--- src/rtl/mem_read_arbiter.sv ---
// Round-robin read arbiter: N_REQ requesters share one memory read port,
// with one burst outstanding at a time (IDLE -> ADDR -> DATA).
module mem_read_arbiter #(
    parameter int N_REQ      = 3,
    parameter int ADDR_WIDTH = 32,
    parameter int DATA_WIDTH = 32,
    parameter int LEN_WIDTH  = 8
) (
    input  logic                          clk,
    input  logic                          rst_n,
    input  logic [N_REQ*ADDR_WIDTH-1:0]   req_araddr,
    input  logic [N_REQ*LEN_WIDTH-1:0]    req_arlen,
    input  logic [N_REQ-1:0]              req_arvalid,
    output logic [N_REQ-1:0]              req_arready,
    output logic [DATA_WIDTH-1:0]         req_rdata,
    output logic [N_REQ-1:0]              req_rvalid,
    input  logic [N_REQ-1:0]              req_rready,
    output logic [ADDR_WIDTH-1:0]         m_araddr,
    output logic [LEN_WIDTH-1:0]          m_arlen,
    output logic                          m_arvalid,
    output logic [3:0]                    m_arid,
    input  logic                          m_arready,
    input  logic [DATA_WIDTH-1:0]         m_rdata,
    input  logic                          m_rvalid,
    output logic                          m_rready,
    output logic                          busy
);
    localparam int GW = (N_REQ > 1) ? $clog2(N_REQ) : 1;

    typedef enum logic [1:0] {IDLE, ADDR, DATA} state_t;

    state_t                 state_q, state_d;
    logic [GW-1:0]          grant_q, grant_d;
    logic [GW-1:0]          last_grant_q, last_grant_d;
    logic [ADDR_WIDTH-1:0]  addr_q, addr_d;
    logic [LEN_WIDTH-1:0]   len_q, len_d;
    logic [LEN_WIDTH:0]     cnt_q, cnt_d;
    logic [GW-1:0]          pick;
    logic                   found;
    logic                   beat;

    // Round-robin search starting one past the last completed grant.
    always_comb begin
        int idx;
        idx   = 0;
        found = 1'b0;
        pick  = '0;
        for (int k = 1; k <= N_REQ; k++) begin
            idx = (int'(last_grant_q) + k) % N_REQ;
            if (!found && req_arvalid[idx]) begin
                found = 1'b1;
                pick  = GW'(idx);
            end
        end
    end

    always_comb begin
        state_d      = state_q;
        grant_d      = grant_q;
        last_grant_d = last_grant_q;
        addr_d       = addr_q;
        len_d        = len_q;
        cnt_d        = cnt_q;
        m_arvalid    = 1'b0;
        m_araddr     = addr_q;
        m_arlen      = len_q;
        m_arid       = 4'(grant_q);
        m_rready     = 1'b0;
        req_arready  = '0;
        req_rvalid   = '0;
        req_rdata    = m_rdata;
        busy         = (state_q != IDLE);
        beat         = 1'b0;
        case (state_q)
            IDLE: begin
                if (found) begin
                    grant_d = pick;
                    addr_d  = req_araddr[int'(pick)*ADDR_WIDTH +: ADDR_WIDTH];
                    len_d   = req_arlen[int'(pick)*LEN_WIDTH +: LEN_WIDTH];
                    state_d = ADDR;
                end
            end
            ADDR: begin
                m_arvalid = 1'b1;
                if (m_arready) begin
                    req_arready[grant_q] = 1'b1;
                    // A zero-length request still moves one beat.
                    cnt_d   = (len_q == '0) ? (LEN_WIDTH+1)'(1) : {1'b0, len_q};
                    state_d = DATA;
                end
            end
            DATA: begin
                m_rready            = req_rready[grant_q];
                req_rvalid[grant_q] = m_rvalid;
                beat                = m_rvalid && req_rready[grant_q];
                if (beat) begin
                    cnt_d = cnt_q - (LEN_WIDTH+1)'(1);
                    if (cnt_q == (LEN_WIDTH+1)'(1)) begin
                        state_d      = IDLE;
                        last_grant_d = grant_q;
                    end
                end
            end
            default: state_d = IDLE;
        endcase
    end

    always_ff @(posedge clk or negedge rst_n) begin
        if (!rst_n) begin
            state_q      <= IDLE;
            grant_q      <= '0;
            last_grant_q <= GW'(N_REQ - 1);
            addr_q       <= '0;
            len_q        <= '0;
            cnt_q        <= '0;
        end else begin
            state_q      <= state_d;
            grant_q      <= grant_d;
            last_grant_q <= last_grant_d;
            addr_q       <= addr_d;
            len_q        <= len_d;
            cnt_q        <= cnt_d;
        end
    end
endmodule

--- config.mk ---
export PLATFORM = sky130hd
export DESIGN_NAME = mem_read_arbiter
export DESIGN_NICKNAME = d
export VERILOG_FILES = /design/src/rtl/mem_read_arbiter.sv
export SDC_FILE = /design/constraint.sdc
export NUM_CORES = 1
export LEC_CHECK = 0
export ABC_AREA = 1
export CAP_MARGIN = 20
export CORE_MARGIN = 2
export CORE_UTILIZATION = 38
export DETAILED_ROUTE_END_ITERATION = 10
export PLACE_DENSITY = 0.93
export SLEW_MARGIN = 20
export SYNTH_ARGS = -nofsm -noshare
export SYNTH_HDL_FRONTEND = slang
export SYNTH_SLANG_ARGS = --single-unit
--- constraint.sdc ---
create_clock -name clk -period 3.1 [get_ports clk]
set_input_delay 0.775 -clock clk [delete_from_list [all_inputs] [get_ports clk]]
set_output_delay 0.775 -clock clk [all_outputs]
set_load 0.05 [all_outputs]
==> results_dict.tcl <==
set metrics [dict create \
    wl_per_cell_um 14.1 \
    die_area_sq_um 11600 \
    rr_startpoint "last_grant_q[0]$_DFFE_PN0P_" \
    worst_slew_pin_slew_ps 709 \
    layout.nets 911 \
    cts_root_buf "clkbuf_8" \
    postCtsSetupBuffers 0 \
    ys_seq_area_frac 0.338 \
    worst-r2r-cell-count 13 \
    grt_max_degree 38 \
    multi_input_area_sq_um 1850 \
    critPathArrivalTime_ps 1920 \
    synth_top_family_by_area "simple AND/OR/NAND/NOR gates" \
    synth-adder-area-share 0.0184 \
    drc_errors 0 \
    yosysMostFrequentCell "nand2_1" \
    synth_xor_area_frac 0.00215 \
    crit_fanout 7 \
    grt_setup_unrepaired "false" \
    start_kind "primary input" \
    grt-ovfl-total 0 \
    cts_hold_buf 0 \
    cp-end-kind "primary output" \
    setup_viol_count_final 0 \
    drv_slew 0 \
    hpwl_um 9690 \
    clk_path_buf_depth 2 \
    synth_cells 601 \
    area_growth_pct 44.7 \
    cts_tree "yes" \
    yosysTopAreaCell "dfrtp_1" \
    yosys.area_share.simple 0.382 \
    dieHeight_um 108 \
    htreeDepth 2 \
    max_freq_mhz 371 \
    antenna_cells 0 \
    postRouteAntennaNets 0 \
    synth-compound-area-share 0.0504 \
    grt_pass1_wl_um 20000 \
    wl_um 12400 \
    status "finished, final reports clean" \
    synthArstFlopShare 1.00 \
    final_cell_area_sq_um 5890 \
    fin_crit_sh 0.869 \
    groute.usage.overall 0.217 \
    worst_slack_ps 407 \
    core-area_sq_um 10400 \
    setup_tns_ps 0 \
    synth.area.top_cells "dfrtp_1 33%, nand2_1 14%, nand3_1 14%" \
    insertion_delay_ps 310 \
    reg2reg_to "m_araddr[26]$_DFFE_PN0P_" \
    dp_cells 872 \
    cts.clk_slew.worst_paths_ps 100 \
    vdd.ir_drop.worst_uv 507 \
    required_ps 2320 \
    synth_top_area_frac 0.332 \
    drtIter0Drc 185 \
    io_pins 247 \
    ys_top_cells_by_count "155 x nand2_1, 115 x nand3_1, 109 x inv_1" \
    synth_mux_area_frac 0 \
    skew_ps 5.06 \
    ff2ff_setup_slack_ps 720 \
    layout_min_cycle_time_ps 2690 \
    synth-seq-cells 55 \
    drive_gt1_frac 0.0874 \
    numCtsBuffers 5 \
    cts_resized 0 \
    syn_area_per_cell_sq_um 6.78 \
    synthFlopType "dfrtp_1" \
    grt_pass1_vias 4198 \
    drtPass1Iterations 5 \
    hold_path.class "in2async" \
    yosysWarnings 0 \
    slew_headroom 0.528 \
    path_class "in2out" \
    initial_core_util 0.393 \
    io_buffers 180 \
    num_vias 4289 \
    viasPerCell 4.87 \
    die_w_um 108 \
    rows 37 \
    leakage_nw 2.89 \
    final_cells 880 \
    cts_sinks 55 \
    post-place-ws_ps 321 \
    place_area_sq_um 5810 \
    final-seq-area_sq_um 1380 \
    synth_cell_types 35 \
    power_density_nw_per_um2 863 \
    hold_viol 0 \
    max_cap_violations 0 \
    final.fill_count 974 \
    syn-cell-area_sq_um 4070 \
    gp_congestion 0.915 \
    antenna_found_initial 0 \
    synth_edf_count 0 \
]
-- stage by stage --
| stage | utilization | hold WS (ps) | total power [W] |
|---|---|---|---|
| 2_1_floorplan | - | 479 | 0.00364 |
| 3_3_place_gp | 0.561 | 477 | 0.00464 |
| 3_5_place_dp | 0.561 | 486 | 0.00471 |
| 4_1_cts | 0.568 | 509 | 0.00512 |
| 5_1_grt | 0.568 | 520 | 0.00543 |
| 6_report | 0.568 | 506 | 0.00509 |
-- worst max-delay path, stage by stage --
cell and delay (ps):
clkdlybuf4s50_1 500, inv_1 50, nor2_1 90, inv_1 120, nor2_1 220, buf_12 170
-- flip-flops by register name (all words and copies together) (netlist names) --
register      count
m_araddr         32
grant_q           2
last_grant_q      2
m_arlen           8
state_q           2
cnt_q             9
-- cells by family after synthesis --
group | count (synthesis)
buffers and inverters | 174
DFF | 55
AOI/OAI and AO/OA | 36
adders and majority gates | 6
and+or+nand+nor | 328
xor gates and xnor gates | 1
other | 1
-- placed cells by master (no fill, tap or decap), drive strengths merged --
cell and n:
nor3 3, or2 1, a211oi 1, dfrtp 54, clkinv 1, buf 21, o22ai 2, conb 2
ha 6, nand3 135, nand2 162, nor2 24, xor2 1, inv 115, dfstp 1, o32ai 1
clkdlybuf4s50 172, o211ai 2, nor4 2, a22oi 1, a21oi 14, a31oi 1, o21ai 13, o221ai 1
nor3b 1, clkbuf 7
-- how the worst max path moves through the flow --
stage,slack (ps),end,cells after the start,from
4_1_cts,410,req_arready[1],6,m_arready
2_1_floorplan,680,req_arready[2],4,grant_q[1]$_DFFE_PN0P_
3_3_place_gp,420,m_araddr[0]$_DFFE_PN0P_,10,req_arvalid[2]
6_report,410,req_arready[2],6,m_arready
5_1_grt,330,req_arready[2],6,m_arready
3_5_place_dp,320,m_araddr[13]$_DFFE_PN0P_,12,req_arvalid[2]
-- power by group --
group	switching [W]	leakage, nW	internal [W]
sequential	0.000258	0.667	0.00106
combinational	0.00221	2.18	0.00116
clock	0.000239	0.0422	0.000160
total	0.00271	2.89	0.00238
-- metal layers --
layer	track usage	up-vias	share of wire	routed length (um)
li1	-	2117	-	-
met1	0.255	1949	0.39	4880
met2	0.388	204	0.50	6160
met3	0.0605	19	0.089	1100
met4	0.0531	0	0.019	240
met5	0	-	0	0
-- area by class of cell --
cell class / count / share of cell area
Inverter: 115 / 0.0737
Sequential cell: 55 / 0.234
Timing Repair Buffer: 193 / 0.335
Clock buffer: 7 / 0.0129
Clock inverter: 1 / 0.000849
Tap cell: 136 / 0.0289
Multi-Input combinational cell: 373 / 0.315
Note: power is estimated with default switching activity, not from simulation.
